File: config.mk
export PLATFORM = sky130hd
export DESIGN_NAME = morse_round_sequencer
export DESIGN_NICKNAME = d
export VERILOG_FILES = /design/src/rtl/morse_round_sequencer.sv
export SDC_FILE = /design/constraint.sdc
export NUM_CORES = 1
export LEC_CHECK = 0
export BUFFER_PORTS_ARGS = -buffer_cell sky130_fd_sc_hd__clkbuf_2
export CAP_MARGIN = 20
export CORE_MARGIN = 2
export CORE_UTILIZATION = 40
export DETAILED_ROUTE_END_ITERATION = 16
export SYNTH_ARGS = -nofsm -noshare
export SYNTH_HDL_FRONTEND = slang
export SYNTH_SLANG_ARGS = --single-unit
File: constraint.sdc
create_clock -name clk -period 3 [get_ports clk]
set_input_delay 0.75 -clock clk [delete_from_list [all_inputs] [get_ports clk]]
set_output_delay 0.75 -clock clk [all_outputs]
set_load 0.01 [all_outputs]
File: src/rtl/morse_round_sequencer.sv
// Game-round sequencer feeding the number-to-Morse display decoder.
// Walks a fixed 16-digit challenge ROM, scores submitted answers and runs
// the round countdown that raises timeout.
module morse_round_sequencer #(
  parameter int TICKS_PER_SEC = 50_000_000,
  parameter int ROUND_SECONDS = 30
) (
  input  logic       clk,
  input  logic       rst,
  input  logic       start,
  input  logic [3:0] answer,
  input  logic       submit,
  input  logic       logout_from_gamecontrol,
  output logic [3:0] number,
  output logic       timeout,
  output logic       round_active,
  output logic       correct,
  output logic       wrong,
  output logic [7:0] score,
  output logic [5:0] sec_left
);

  localparam int             PW       = $clog2(TICKS_PER_SEC);
  localparam logic [PW-1:0]  PRE_MAX  = PW'(TICKS_PER_SEC - 1);
  localparam logic [5:0]     SEC_INIT = 6'(ROUND_SECONDS);

  typedef enum logic [1:0] {IDLE, LOAD, SHOW, EXPIRED} state_t;

  state_t        state, state_nxt;
  logic [3:0]    addr, addr_nxt;
  logic [PW-1:0] pre, pre_nxt;
  logic [3:0]    number_nxt;
  logic          timeout_nxt, correct_nxt, wrong_nxt;
  logic [7:0]    score_nxt;
  logic [5:0]    sec_nxt;
  logic          running, tick, expire;

  // Challenge digits; the number register is the registered read port.
  function automatic logic [3:0] rom_rd(input logic [3:0] a);
    case (a)
      4'd0:  rom_rd = 4'd3;
      4'd1:  rom_rd = 4'd7;
      4'd2:  rom_rd = 4'd1;
      4'd3:  rom_rd = 4'd9;
      4'd4:  rom_rd = 4'd0;
      4'd5:  rom_rd = 4'd5;
      4'd6:  rom_rd = 4'd8;
      4'd7:  rom_rd = 4'd2;
      4'd8:  rom_rd = 4'd6;
      4'd9:  rom_rd = 4'd4;
      4'd10: rom_rd = 4'd9;
      4'd11: rom_rd = 4'd1;
      4'd12: rom_rd = 4'd7;
      4'd13: rom_rd = 4'd3;
      4'd14: rom_rd = 4'd5;
      default: rom_rd = 4'd0;
    endcase
  endfunction

  assign round_active = (state == LOAD) || (state == SHOW);

  // Next-state and next-output logic; priority logout > expiry > submit > start.
  always_comb begin
    state_nxt   = state;
    addr_nxt    = addr;
    pre_nxt     = pre;
    number_nxt  = number;
    timeout_nxt = timeout;
    score_nxt   = score;
    sec_nxt     = sec_left;
    correct_nxt = 1'b0;
    wrong_nxt   = 1'b0;
    tick        = 1'b0;
    running     = (state == LOAD) || (state == SHOW);
    // Prescaler only advances while a round is live; it holds otherwise.
    if (running) begin
      if (pre == PRE_MAX) begin
        pre_nxt = '0;
        tick    = 1'b1;
      end else begin
        pre_nxt = pre + 1'b1;
      end
    end
    expire = tick && (sec_left == 6'd1);

    if (logout_from_gamecontrol) begin
      state_nxt   = IDLE;
      addr_nxt    = '0;
      pre_nxt     = '0;
      number_nxt  = '0;
      timeout_nxt = 1'b0;
      score_nxt   = '0;
      sec_nxt     = '0;
    end else begin
      if (tick) sec_nxt = sec_left - 6'd1;
      case (state)
        IDLE, EXPIRED: begin
          if (start) begin
            state_nxt   = LOAD;
            addr_nxt    = '0;
            score_nxt   = '0;
            sec_nxt     = SEC_INIT;
            pre_nxt     = '0;
            timeout_nxt = 1'b0;
          end
        end
        LOAD: begin
          if (expire) begin
            state_nxt   = EXPIRED;
            timeout_nxt = 1'b1;
          end else begin
            number_nxt = rom_rd(addr);
            state_nxt  = SHOW;
          end
        end
        SHOW: begin
          if (expire) begin
            // A submit landing on the expiry edge is dropped.
            state_nxt   = EXPIRED;
            timeout_nxt = 1'b1;
          end else if (submit) begin
            if (answer == number) begin
              correct_nxt = 1'b1;
              if (score != 8'hFF) score_nxt = score + 8'd1;
              addr_nxt  = addr + 4'd1;
              state_nxt = LOAD;
            end else begin
              wrong_nxt = 1'b1;
            end
          end
        end
        default: state_nxt = IDLE;
      endcase
    end
  end

  // State and output registers.
  always_ff @(posedge clk or negedge rst) begin
    if (!rst) begin
      state    <= IDLE;
      addr     <= '0;
      pre      <= '0;
      number   <= '0;
      timeout  <= 1'b0;
      correct  <= 1'b0;
      wrong    <= 1'b0;
      score    <= '0;
      sec_left <= '0;
    end else begin
      state    <= state_nxt;
      addr     <= addr_nxt;
      pre      <= pre_nxt;
      number   <= number_nxt;
      timeout  <= timeout_nxt;
      correct  <= correct_nxt;
      wrong    <= wrong_nxt;
      score    <= score_nxt;
      sec_left <= sec_nxt;
    end
  end

endmodule

==> metrics.txt, run 1 <==
# TYPE chip_impl_metric gauge
chip_impl_info{name="worst_r2r_startpoint",value="state[0]$_DFFE_PN0P_"} 1
chip_impl_metric{name="final_hold_viol_count",unit=""} 0
chip_impl_metric{name="via_per_inst",unit=""} 5.00
chip_impl_metric{name="via_count_of_the_first_global_routing_pass",unit=""} 2245
chip_impl_metric{name="net-switching-power",unit="uW"} 595
chip_impl_info{name="synth_ff_type",value="sky130_fd_sc_hd__dfrtp_1"} 1
chip_impl_metric{name="power.switching_fraction",unit=""} 0.330
chip_impl_metric{name="antenna_cells",unit=""} 0
chip_impl_metric{name="fillers",unit=""} 740
chip_impl_metric{name="routed-via-count",unit=""} 2221
chip_impl_metric{name="die_width",unit="um"} 89.0
chip_impl_metric{name="critical_path_required_time",unit="ns"} 3.24
chip_impl_info{name="tritoncts",value="yes"} 1
chip_impl_metric{name="clockBufferDepth",unit=""} 2
chip_impl_metric{name="route.detailed.drc",unit=""} 0
chip_impl_metric{name="detail_route.wl_per_cell",unit="um"} 13.1
chip_impl_info{name="final_cell_mix",value="53 x sky130_fd_sc_hd__dfrtp_1, 39 x sky130_fd_sc_hd__nor2_1, 30 x sky130_fd_sc_hd__clkbuf_2"} 1
chip_impl_metric{name="synth.ff_latch_count",unit=""} 53
chip_impl_metric{name="drtAntennaViolNets",unit=""} 0
chip_impl_metric{name="gp_congestion",unit=""} 0.768
chip_impl_metric{name="seqPwrFrac",unit=""} 0.451
chip_impl_metric{name="cts_hold_repair.buffers",unit=""} 0
chip_impl_metric{name="skew",unit="ns"} 0.00825
chip_impl_metric{name="ctsHtreeMaxLevel",unit=""} 2
chip_impl_metric{name="power",unit="uW"} 1810
chip_impl_metric{name="drt-initial-drc-count",unit=""} 126
chip_impl_metric{name="post_cts_setup_bufs",unit=""} 0
chip_impl_metric{name="max_slew.worst_pin.slew",unit="ns"} 0.544
chip_impl_metric{name="synth.distinct_cells",unit=""} 46
chip_impl_metric{name="gr-usage-met1",unit=""} 0.217
chip_impl_metric{name="globalRouteMet2Util",unit=""} 0.281
chip_impl_metric{name="reg2reg_slack",unit="ns"} 0.54
chip_impl_metric{name="power.static_leakage",unit="uW"} 0.00151
chip_impl_metric{name="die-area",unit="um2"} 7930
chip_impl_metric{name="reg2regPathDepth",unit=""} 8
chip_impl_metric{name="finalCritPeriodShare",unit=""} 0.820
chip_impl_metric{name="detailedRoute.firstPassIterationCount",unit=""} 4
chip_impl_metric{name="grt_start_max_net_pins",unit=""} 31
chip_impl_info{name="most_common_cell_after_layout_fill_and_taps_aside",value="sky130_fd_sc_hd__dfrtp_1"} 1
chip_impl_metric{name="cts.reportedPaths.clkPinSlew",unit="ns"} 0.10
chip_impl_metric{name="grt.overflow.total",unit=""} 0
chip_impl_metric{name="p_clk_frac",unit=""} 0.263
chip_impl_metric{name="cp_max_fo",unit=""} 6
chip_impl_metric{name="clk_sink_count",unit=""} 53
chip_impl_metric{name="synth-edff-count",unit=""} 0
chip_impl_metric{name="slew_headroom",unit=""} 0.635
chip_impl_metric{name="die_h",unit="um"} 89.0
chip_impl_metric{name="setup_viol",unit=""} 0
chip_impl_metric{name="post_synth.cell_area_avg",unit="um2"} 9.30
chip_impl_metric{name="post_layout_nonfiller_instances",unit=""} 444
chip_impl_metric{name="grtUsageTotal",unit=""} 0.163
chip_impl_metric{name="layout.area.seq",unit="um2"} 1330
chip_impl_metric{name="post_synth_arst_share",unit=""} 1.00
chip_impl_metric{name="std_cell_rows",unit=""} 31
chip_impl_metric{name="pwr_density_cell",unit="nW/um2"} 553
chip_impl_metric{name="drv.max_cap_violation_count",unit=""} 0
chip_impl_metric{name="critPathArrivalTime",unit="ns"} 2.70
chip_impl_info{name="cp-start-kind",value="flop"} 1
chip_impl_metric{name="hpwl",unit="um"} 4280
chip_impl_metric{name="final.min_clock_period",unit="ns"} 2.46
chip_impl_metric{name="place_ws",unit="ns"} 0.381
chip_impl_metric{name="synthesis.area",unit="um2"} 2890
chip_impl_info{name="grt_setup_unrepaired",value="no"} 1
chip_impl_info{name="worst_r2r_endpoint",value="score[7]$_DFFE_PN0P_"} 1
chip_impl_info{name="critPathCaptureType",value="flop"} 1
chip_impl_metric{name="port_buffers",unit=""} 30
chip_impl_metric{name="synthesis.instances",unit=""} 311
chip_impl_metric{name="num-nets-final",unit=""} 364
chip_impl_metric{name="post_cts_resize_count",unit=""} 0
chip_impl_metric{name="pwr-share-comb",unit=""} 0.286
chip_impl_metric{name="postSynthNetCount",unit=""} 330
chip_impl_metric{name="synth_sequential_area_ratio",unit=""} 0.458
chip_impl_metric{name="tns",unit="ns"} 0
chip_impl_metric{name="worst_case_vdd_ir_drop",unit="uV"} 228
chip_impl_metric{name="intPower",unit="uW"} 1210
chip_impl_metric{name="drive_gt1_frac",unit=""} 0.139
chip_impl_metric{name="start_util",unit=""} 0.405
chip_impl_info{name="outcome",value="finished clean"} 1
chip_impl_metric{name="grt_antenna_before_repair",unit=""} 0
chip_impl_metric{name="max_freq",unit="MHz"} 407
chip_impl_metric{name="post-place-cells",unit=""} 437
chip_impl_info{name="grt_most_used_layer",value="met2"} 1
chip_impl_metric{name="yosysWarningCount",unit=""} 0
chip_impl_info{name="cts_root_buffer",value="sky130_fd_sc_hd__clkbuf_8"} 1
chip_impl_metric{name="clk-insertion-delay-late",unit="ns"} 0.30
chip_impl_metric{name="grt_util_met3",unit=""} 0.0277
chip_impl_metric{name="cts_made_buffers",unit=""} 5
chip_impl_metric{name="grt_first_pass_wirelength",unit="um"} 10300
chip_impl_metric{name="synthToLayoutAreaGrowth",unit="%"} 12.9
chip_impl_info{name="worstSetupPathType",value="flop to flop"} 1
chip_impl_metric{name="core",unit="um2"} 7140
chip_impl_metric{name="multi_input_area",unit="um2"} 1480
chip_impl_metric{name="setup_ws",unit="ns"} 0.541
chip_impl_metric{name="drv_slew",unit=""} 0
chip_impl_metric{name="boundaryPins",unit=""} 31
chip_impl_info{name="worst_hold_path_type",value="input port to async pin"} 1
chip_impl_metric{name="wl",unit="um"} 5820
routing by layer:
metal  routed length [um]  part of all wire
met5                    0                 0
met4                   42            0.0072
met3                  131             0.023
met2                 2820              0.48
met1                 2830              0.49
cell families (layout without fill, tap and decap cells):
kind of cell | Yosys count | after routing | synth area share
multiplexers | 3 | 3 | 0.0108
buffers and inverters | 21 | 55 | 0.0311
AO/OA/AOI/OAI | 52 | 52 | 0.108
flip-flops | 53 | 53 | 0.458
AND/OR/NAND/NOR | 140 | 140 | 0.251
adder cells (fa/ha/maj) | 10 | 10 | 0.0433
XOR/XNOR | 32 | 32 | 0.0969
power groups by stage:
stage | Sequential [uW] | Combinational (uW) | Clock [uW]
4_1_cts | 814 | 529 | 491
2_1_floorplan | 836 | 340 | 0
6_report | 814 | 517 | 475
3_3_place_gp | 827 | 520 | 0
3_5_place_dp | 828 | 525 | 0
5_1_grt | 823 | 586 | 518
worst max-delay path, stage by stage (launching register included):
cell	delay (ns)
sky130_fd_sc_hd__dfrtp_1	0.38
sky130_fd_sc_hd__inv_1	0.05
sky130_fd_sc_hd__ha_1	0.37
sky130_fd_sc_hd__and4b_1	0.31
sky130_fd_sc_hd__and4_4	0.23
sky130_fd_sc_hd__and3_1	0.16
sky130_fd_sc_hd__or3_4	0.41
sky130_fd_sc_hd__or3_1	0.32
sky130_fd_sc_hd__a21oi_1	0.14
synth_stat cells (2+ instances only):
library cell                 n  share of area
sky130_fd_sc_hd__nor4b_1     2         0.0061
sky130_fd_sc_hd__o21ai_0     8          0.014
sky130_fd_sc_hd__dfrtp_1    53           0.46
sky130_fd_sc_hd__o22ai_1     2         0.0043
sky130_fd_sc_hd__nand4_1     6          0.013
sky130_fd_sc_hd__nor4_1      3         0.0065
sky130_fd_sc_hd__nor2_1     39          0.051
sky130_fd_sc_hd__and4b_1     2         0.0069
sky130_fd_sc_hd__buf_2       3         0.0052
sky130_fd_sc_hd__nand2_1    25          0.032
sky130_fd_sc_hd__ha_1       10          0.043
sky130_fd_sc_hd__nor2b_1     3         0.0065
sky130_fd_sc_hd__o2111ai_1   2         0.0061
sky130_fd_sc_hd__o31ai_1     2         0.0052
sky130_fd_sc_hd__or3_1       6          0.013
sky130_fd_sc_hd__and4_1      2         0.0061
sky130_fd_sc_hd__nand3_1    19          0.033
sky130_fd_sc_hd__xor2_1     21          0.064
sky130_fd_sc_hd__clkbuf_1    4         0.0052
sky130_fd_sc_hd__o21a_1      2         0.0052
sky130_fd_sc_hd__o21ai_1     6          0.010
sky130_fd_sc_hd__a31oi_1     2         0.0043
sky130_fd_sc_hd__inv_1      12          0.016
sky130_fd_sc_hd__a21oi_1    21          0.036
sky130_fd_sc_hd__nand2b_1    7          0.015
sky130_fd_sc_hd__and3_1      9          0.019
sky130_fd_sc_hd__xnor2_1    11          0.033
sky130_fd_sc_hd__nor3_1      5         0.0086
sky130_fd_sc_hd__mux2i_1     2         0.0069
sky130_fd_sc_hd__and2_1      6          0.013
worst max path at each step:
stage / slack, ns / end / cells past startpoint / startpoint
5_1_grt: 0.37 / sec_left[5]$_DFF_PN0_ / 8 / state[0]$_DFFE_PN0P_
3_3_place_gp: 0.43 / score[2]$_DFFE_PN0P_ / 7 / answer[1]
2_1_floorplan: 0.71 / score[7]$_DFFE_PN0P_ / 6 / answer[1]
3_5_place_dp: 0.38 / score[2]$_DFFE_PN0P_ / 7 / answer[1]
6_report: 0.54 / score[7]$_DFFE_PN0P_ / 8 / state[0]$_DFFE_PN0P_
4_1_cts: 0.53 / score[2]$_DFFE_PN0P_ / 8 / state[0]$_DFFE_PN0P_
cell type report:
type | count | share of cell area
Clock buffer | 5 | 0.0211
Clock inverter | 2 | 0.0107
Sequential cell | 53 | 0.406
Inverter | 13 | 0.0149
Timing Repair Buffer | 35 | 0.0574
Multi-Input combinational cell | 237 | 0.452
Tap cell | 99 | 0.0379
sequential cells by signal, indices dropped and copies added, names as in the netlist:
name and cells:
pre 26, score 8, sec_left 6, addr 4
number 4, state 2, correct 1, timeout 1
wrong 1
stage by stage:
step / utilization / cell area (um2) / hold WS (ns)
global route: 0.458 / 3270 / 0.287
global placement: 0.443 / 3160 / 0.478
CTS: 0.458 / 3270 / 0.283
finish: 0.458 / 3270 / 0.280
floorplan: - / 2890 / 0.454
detailed placement: 0.443 / 3160 / 0.486
No activity file was read; power rests on OpenSTA's default activity.
==> run 2: changes to the inputs <==
==> constraint.sdc (replaced) <==
create_clock -name clk -period 2.3 [get_ports clk]
set_input_delay 0.575 -clock clk [delete_from_list [all_inputs] [get_ports clk]]
set_output_delay 0.575 -clock clk [all_outputs]
set_load 0.01 [all_outputs]
==> run 2 against run 1 <==
  * Register-to-register slack got worse by 0.47 ns
  * Total power grew 31%
  * Routed wire length up 7.5%
  * Global-route usage increased by 0.88 points
  * Critical path depth down 1
  * Clock-buffer cell count increased by 1
  * Clock skew about the same
  * First-iteration DRC count fell by 13%
  * Sequential share of layout area shrank 1.4 points
  * Non-clock buffer count is 13 higher
  * Design area increased by 3.4%
  * Utilization rose by 1.6 points
  * Highest routed layer unchanged
==> metrics.txt, run 2 (synthesis gave the netlist of run 1 again) <==
# TYPE chip_impl_metric gauge
chip_impl_info{name="outcome",value="finished clean"} 1
chip_impl_metric{name="delay_of_the_slowest_cell_on_the_worst_path",unit="ns"} 0.43
chip_impl_metric{name="pwr_density_cell",unit="nW/um2"} 698
chip_impl_metric{name="via_per_inst",unit=""} 4.99
chip_impl_info{name="worst_r2r_endpoint",value="score[7]$_DFFE_PN0P_"} 1
chip_impl_metric{name="drv.max_cap_violation_count",unit=""} 0
chip_impl_metric{name="drv_slew",unit=""} 0
chip_impl_metric{name="num-nets-final",unit=""} 377
chip_impl_metric{name="skew",unit="ns"} 0.00792
chip_impl_metric{name="power.static_leakage",unit="uW"} 0.00157
chip_impl_metric{name="cp_max_fo",unit=""} 4
chip_impl_metric{name="max_freq",unit="MHz"} 448
chip_impl_info{name="tritoncts",value="yes"} 1
chip_impl_metric{name="grtUsageTotal",unit=""} 0.172
chip_impl_metric{name="fillers",unit=""} 716
chip_impl_metric{name="core",unit="um2"} 7140
chip_impl_metric{name="critPathArrivalTime",unit="ns"} 2.47
chip_impl_info{name="final_cell_mix",value="53 x sky130_fd_sc_hd__dfrtp_1, 39 x sky130_fd_sc_hd__nor2_1, 30 x sky130_fd_sc_hd__clkbuf_2"} 1
chip_impl_metric{name="setup_viol",unit=""} 0
chip_impl_info{name="largestRegisters",value="pre: 26 flops, score: 8 flops, sec_left: 6 flops"} 1
chip_impl_metric{name="multi_input_area",unit="um2"} 1500
chip_impl_metric{name="die-area",unit="um2"} 7930
chip_impl_metric{name="detailedRoute.firstPassIterationCount",unit=""} 4
chip_impl_info{name="critPathCaptureType",value="flop"} 1
chip_impl_info{name="critPathTopFamily",value="simple AND/OR/NAND/NOR gates"} 1
chip_impl_metric{name="post_layout_nonfiller_instances",unit=""} 458
chip_impl_metric{name="cts_hold_repair.buffers",unit=""} 0
chip_impl_metric{name="worst_case_vdd_ir_drop",unit="uV"} 259
chip_impl_metric{name="die_h",unit="um"} 89.0
chip_impl_metric{name="layout.area.seq",unit="um2"} 1330
chip_impl_info{name="worst_hold_path_type",value="input port to async pin"} 1
chip_impl_metric{name="fin_util",unit=""} 0.474
chip_impl_metric{name="max_slew.worst_pin.slew",unit="ns"} 0.435
chip_impl_info{name="list_of_cells_traversed_by_the_critical_path",value="ha_4 -> and4b_2 -> and4_4 -> and3_1 -> or3_4 -> or3_4 -> a21oi_2"} 1
chip_impl_info{name="cp_slowest_cell",value="sky130_fd_sc_hd__dfrtp_1"} 1
chip_impl_metric{name="critical_path.n_buffers_inverters",unit=""} 0
chip_impl_metric{name="antenna_cells",unit=""} 0
chip_impl_metric{name="via_count_of_the_first_global_routing_pass",unit=""} 2237
chip_impl_metric{name="grt_first_pass_wirelength",unit="um"} 10600
chip_impl_info{name="cts_root_buffer",value="sky130_fd_sc_hd__clkbuf_8"} 1
chip_impl_metric{name="start_util",unit=""} 0.405
chip_impl_metric{name="grt.overflow.total",unit=""} 0
chip_impl_metric{name="reg2regPathDepth",unit=""} 7
chip_impl_metric{name="wl",unit="um"} 6260
chip_impl_metric{name="final_hold_viol_count",unit=""} 0
chip_impl_metric{name="seqPwrFrac",unit=""} 0.452
chip_impl_metric{name="largest_register_ff_count",unit=""} 26
chip_impl_info{name="worstSetupPathType",value="flop to flop"} 1
chip_impl_metric{name="grt_antenna_before_repair",unit=""} 0
chip_impl_metric{name="reg2reg_slack",unit="ns"} 0.07
chip_impl_metric{name="pwr-share-comb",unit=""} 0.328
chip_impl_metric{name="p_clk_frac",unit=""} 0.220
chip_impl_metric{name="routed-via-count",unit=""} 2287
chip_impl_metric{name="critical_path_required_time",unit="ns"} 2.54
chip_impl_metric{name="boundaryPins",unit=""} 31
chip_impl_metric{name="std_cell_rows",unit=""} 31
chip_impl_metric{name="post-place-cells",unit=""} 448
chip_impl_metric{name="intPower",unit="uW"} 1540
chip_impl_metric{name="grt_start_max_net_pins",unit=""} 27
chip_impl_metric{name="route.detailed.drc",unit=""} 0
chip_impl_metric{name="port_buffers",unit=""} 30
chip_impl_metric{name="detail_route.wl_per_cell",unit="um"} 13.7
chip_impl_metric{name="power.switching_fraction",unit=""} 0.348
chip_impl_metric{name="clockBufferDepth",unit=""} 2
chip_impl_metric{name="clk-insertion-delay-late",unit="ns"} 0.31
chip_impl_metric{name="gp_congestion",unit=""} 0.789
chip_impl_metric{name="cts_made_buffers",unit=""} 5
chip_impl_metric{name="ctsHtreeMaxLevel",unit=""} 2
chip_impl_metric{name="hpwl",unit="um"} 4480
chip_impl_info{name="cp_common_cell",value="sky130_fd_sc_hd__or3_4"} 1
chip_impl_metric{name="net-switching-power",unit="uW"} 821
chip_impl_metric{name="synthToLayoutAreaGrowth",unit="%"} 16.8
chip_impl_info{name="worst_r2r_startpoint",value="state[1]$_DFFE_PN0P_"} 1
chip_impl_metric{name="cts.reportedPaths.clkPinSlew",unit="ns"} 0.10
chip_impl_metric{name="finalCritPeriodShare",unit=""} 0.971
chip_impl_info{name="registers.top_by_ff_count",value="pre"} 1
chip_impl_metric{name="drt-initial-drc-count",unit=""} 109
chip_impl_metric{name="drive_gt1_frac",unit=""} 0.187
chip_impl_metric{name="clk_sink_count",unit=""} 53
chip_impl_metric{name="slew_headroom",unit=""} 0.710
chip_impl_metric{name="final.min_clock_period",unit="ns"} 2.23
chip_impl_metric{name="die_width",unit="um"} 89.0
chip_impl_metric{name="timing.critical_path.depth",unit=""} 7
chip_impl_info{name="cp-start-kind",value="flop"} 1
chip_impl_info{name="most_common_cell_after_layout_fill_and_taps_aside",value="sky130_fd_sc_hd__dfrtp_1"} 1
chip_impl_metric{name="drtAntennaViolNets",unit=""} 0
-- run 2: final cells by class --
| cell class | count | share of cell area |
|---|---|---|
| clock buffer | 6 | 0.0215 |
| clock inverter | 2 | 0.00296 |
| inverter | 13 | 0.0144 |
| multi-input combinational | 237 | 0.444 |
| sequential | 53 | 0.392 |
| tap | 99 | 0.0367 |
| timing repair buffer | 48 | 0.0881 |
-- run 2: through the flow --
step	power [uW]	hold WS [ns]	worst slack, ns	setup TNS [ns]	cell area [um2]
after floorplan	1530	0.279	0.0612	0	2890
after global placement	1820	0.481	0.0155	0	3260
after detailed placement	1820	0.486	-0.00431	-0.00431	3260
after CTS	2350	0.195	0.0380	0	3340
after global routing	2510	0.205	-0.00222	-0.00222	3380
final	2360	0.183	0.0675	0	3380
-- run 2: timing repair --
item,in CTS,in global routing
buffers inserted,0,2
resized for setup,0,6
setup endpoints to repair,0,15
-- run 2: power by group through the flow --
| stage | clock [uW] | sequential (uW) | combinational, uW |
|---|---|---|---|
| floorplan | 0 | 1090 | 443 |
| global placement | 0 | 1080 | 740 |
| detailed placement | 0 | 1080 | 742 |
| CTS | 541 | 1060 | 749 |
| global route | 583 | 1080 | 856 |
| finish | 520 | 1070 | 773 |
-- run 2: layer usage --
metal  wire length [um]  vias up  track usage
li1                   -     1166            -
met1               3070     1089        0.225
met2               2970       24        0.296
met3                158        8       0.0314
met4                 59        0       0.0407
met5                  0        -            0
-- run 2: how the worst max path moves through the flow --
stage / start / to / slack [ns]
floorplan: state[0]$_DFFE_PN0P_ / score[7]$_DFFE_PN0P_ / 0.06
global placement: answer[1] / score[2]$_DFFE_PN0P_ / 0.02
detailed placement: answer[1] / score[7]$_DFFE_PN0P_ / -0.004
CTS: state[0]$_DFFE_PN0P_ / score[7]$_DFFE_PN0P_ / 0.04
global route: state[1]$_DFFE_PN0P_ / score[7]$_DFFE_PN0P_ / -0.002
finish: state[1]$_DFFE_PN0P_ / score[7]$_DFFE_PN0P_ / 0.07
==> run 3: changes to the inputs <==
==> constraint.sdc (replaced) <==
create_clock -name clk -period 2.3 [get_ports clk]
set_input_delay 0.46 -clock clk [delete_from_list [all_inputs] [get_ports clk]]
set_output_delay 0.46 -clock clk [all_outputs]
set_load 0.01 [all_outputs]
==> run 3 against run 2 <==
  * Sequential share of layout area about the same
  * Cell count decreased by 0.87%
  * Sequential power about the same
  * Utilization down 0.053 points
  * First-iteration DRC count shrank 43%
  * Routed wire length down 3.6%
  * Worst hold slack got worse by 0.045 ns
  * Clock-buffer cell count is the same
  * Flip-flop and latch count unchanged
  * Combinational power decreased by 6.3%
  * Global-route usage fell by 0.60 points
  * Largest power group unchanged
==> metrics.txt, run 3 (synthesis gave the netlist of run 1 again) <==
# TYPE chip_impl_metric gauge
chip_impl_metric{name="reg2reg_slack",unit="ns"} 0.11
chip_impl_metric{name="power",unit="uW"} 2300
chip_impl_metric{name="setup_viol",unit=""} 0
chip_impl_metric{name="start_util",unit=""} 0.405
chip_impl_metric{name="synthToLayoutAreaGrowth",unit="%"} 16.7
chip_impl_metric{name="drv_slew",unit=""} 0
chip_impl_metric{name="num-nets-final",unit=""} 373
chip_impl_metric{name="drt-initial-drc-count",unit=""} 62
chip_impl_metric{name="core",unit="um2"} 7140
chip_impl_metric{name="route.detailed.drc",unit=""} 0
chip_impl_metric{name="max_slew.worst_pin.slew",unit="ns"} 0.403
chip_impl_metric{name="clk-insertion-delay-late",unit="ns"} 0.31
chip_impl_metric{name="clockBufferDepth",unit=""} 2
chip_impl_metric{name="drv.max_cap_violation_count",unit=""} 0
chip_impl_metric{name="port_buffers",unit=""} 30
chip_impl_metric{name="clk_sink_count",unit=""} 53
chip_impl_metric{name="power.static_leakage",unit="uW"} 0.00156
chip_impl_metric{name="grt_antenna_before_repair",unit=""} 0
chip_impl_metric{name="grtUsageTotal",unit=""} 0.166
chip_impl_info{name="cts_root_buffer",value="sky130_fd_sc_hd__clkbuf_8"} 1
chip_impl_metric{name="std_cell_rows",unit=""} 31
chip_impl_info{name="worst_r2r_startpoint",value="state[0]$_DFFE_PN0P_"} 1
chip_impl_metric{name="slew_headroom",unit=""} 0.732
chip_impl_info{name="critPathCaptureType",value="flop"} 1
chip_impl_info{name="largestRegisters",value="pre: 26 flops, score: 8 flops, sec_left: 6 flops"} 1
chip_impl_metric{name="final_hold_viol_count",unit=""} 0
chip_impl_metric{name="grt.overflow.total",unit=""} 0
chip_impl_metric{name="cp_max_fo",unit=""} 6
chip_impl_metric{name="cts_made_buffers",unit=""} 5
chip_impl_info{name="cp-start-kind",value="flop"} 1
chip_impl_metric{name="max_freq",unit="MHz"} 456
chip_impl_metric{name="finalCritPeriodShare",unit=""} 0.952
chip_impl_metric{name="wl",unit="um"} 6030
chip_impl_info{name="grt_setup_unrepaired",value="yes"} 1
chip_impl_metric{name="ctsHtreeMaxLevel",unit=""} 2
chip_impl_metric{name="grt_first_pass_wirelength",unit="um"} 10400
chip_impl_info{name="most_common_cell_after_layout_fill_and_taps_aside",value="sky130_fd_sc_hd__dfrtp_1"} 1
chip_impl_metric{name="die-area",unit="um2"} 7930
chip_impl_metric{name="grt_start_max_net_pins",unit=""} 54
chip_impl_metric{name="hpwl",unit="um"} 4380
chip_impl_metric{name="detail_route.wl_per_cell",unit="um"} 13.3
chip_impl_metric{name="detailedRoute.firstPassIterationCount",unit=""} 4
chip_impl_metric{name="cts.reportedPaths.clkPinSlew",unit="ns"} 0.09
chip_impl_metric{name="antenna_cells",unit=""} 0
chip_impl_metric{name="gp_congestion",unit=""} 0.779
chip_impl_metric{name="skew",unit="ns"} 0.0101
chip_impl_info{name="worstSetupPathType",value="flop to flop"} 1
chip_impl_metric{name="via_per_inst",unit=""} 5.05
chip_impl_metric{name="drive_gt1_frac",unit=""} 0.180
chip_impl_metric{name="worst_case_vdd_ir_drop",unit="uV"} 290
chip_impl_metric{name="reg2regPathDepth",unit=""} 8
chip_impl_metric{name="fin_util",unit=""} 0.473
chip_impl_metric{name="die_width",unit="um"} 89.0
chip_impl_metric{name="critical_path_required_time",unit="ns"} 2.55
chip_impl_metric{name="die_h",unit="um"} 89.0
chip_impl_metric{name="tns",unit="ns"} 0
chip_impl_metric{name="fillers",unit=""} 721
chip_impl_info{name="registers.top_by_ff_count",value="pre"} 1
chip_impl_metric{name="critPathArrivalTime",unit="ns"} 2.44
chip_impl_info{name="worst_r2r_endpoint",value="score[7]$_DFFE_PN0P_"} 1
chip_impl_metric{name="cts_hold_repair.buffers",unit=""} 0
chip_impl_info{name="final_cell_mix",value="53 x sky130_fd_sc_hd__dfrtp_1, 39 x sky130_fd_sc_hd__nor2_1, 30 x sky130_fd_sc_hd__clkbuf_2"} 1
chip_impl_metric{name="via_count_of_the_first_global_routing_pass",unit=""} 2291
chip_impl_metric{name="pwr_density_cell",unit="nW/um2"} 681
chip_impl_info{name="outcome",value="finished clean"} 1
chip_impl_metric{name="largest_register_ff_count",unit=""} 26
chip_impl_metric{name="final.min_clock_period",unit="ns"} 2.19
chip_impl_metric{name="drtAntennaViolNets",unit=""} 0
chip_impl_metric{name="boundaryPins",unit=""} 31
chip_impl_info{name="worst_hold_path_type",value="input port to async pin"} 1
chip_impl_metric{name="routed-via-count",unit=""} 2292
chip_impl_info{name="tritoncts",value="yes"} 1
run 3: worst max path at each step:
stage                                      end  slack (ns)                  from  depth (start not counted)
after floorplan           score[7]$_DFFE_PN0P_        0.06  state[0]$_DFFE_PN0P_                          9
after global placement    score[2]$_DFFE_PN0P_        0.13  state[0]$_DFFE_PN0P_                          8
after detailed placement     pre[22]$_DFF_PN0_        0.09  state[0]$_DFFE_PN0P_                          8
after CTS                 score[7]$_DFFE_PN0P_        0.08  state[0]$_DFFE_PN0P_                          8
after global routing         pre[25]$_DFF_PN0_       -0.02  state[0]$_DFFE_PN0P_                         10
final                     score[7]$_DFFE_PN0P_        0.11  state[0]$_DFFE_PN0P_                          8
run 3: where the power goes:
group          leakage, uW  internal [uW]  switching [uW]
Sequential        0.000732            998            66.8
Clock            0.0000450            212             298
Combinational     0.000779            298             426
Total              0.00156           1510             791
run 3: per-layer routing:
metal	up-vias	wire (um)	track usage	part of all wire
met5	-	0	0	0
met4	0	71	0.0407	0.012
met3	7	136	0.0277	0.023
met2	23	2930	0.284	0.48
met1	1096	2900	0.220	0.48
li1	1166	-	-	-
run 3: worst max-delay path: stages, from the launching register on:
cell	delay, ns
sky130_fd_sc_hd__dfrtp_1	0.37
sky130_fd_sc_hd__inv_1	0.05
sky130_fd_sc_hd__ha_1	0.28
sky130_fd_sc_hd__and4b_1	0.22
sky130_fd_sc_hd__and4_4	0.21
sky130_fd_sc_hd__and3_1	0.16
sky130_fd_sc_hd__or3_4	0.39
sky130_fd_sc_hd__or3_4	0.34
sky130_fd_sc_hd__a21oi_2	0.12
run 3: stage by stage:
| step | hold WS [ns] | worst slack, ns | cells | instance area (um2) |
|---|---|---|---|---|
| 6_report | 0.138 | 0.109 | 454 | 3380 |
| 3_5_place_dp | 0.486 | 0.0865 | 445 | 3250 |
| 5_1_grt | 0.166 | -0.0190 | 454 | 3380 |
| 2_1_floorplan | 0.164 | 0.0612 | 311 | 2890 |
| 3_3_place_gp | 0.486 | 0.131 | 445 | 3250 |
| 4_1_cts | 0.150 | 0.0752 | 453 | 3330 |
run 3: final cells by class:
type,instances,area [um2],share of cell area
Timing Repair Buffer,44,280,0.0830
Tap cell,99,124,0.0367
Multi-Input combinational cell,237,1510,0.448
Sequential cell,53,1330,0.393
Clock inverter,2,10.0,0.00297
Inverter,13,48.8,0.0145
Clock buffer,6,72.6,0.0215
run 3: what timing repair did:
action                                  in CTS  in global routing
setup buffers                                0                  1
endpoints found under the setup margin       0                 12
resized for setup                            0                  8
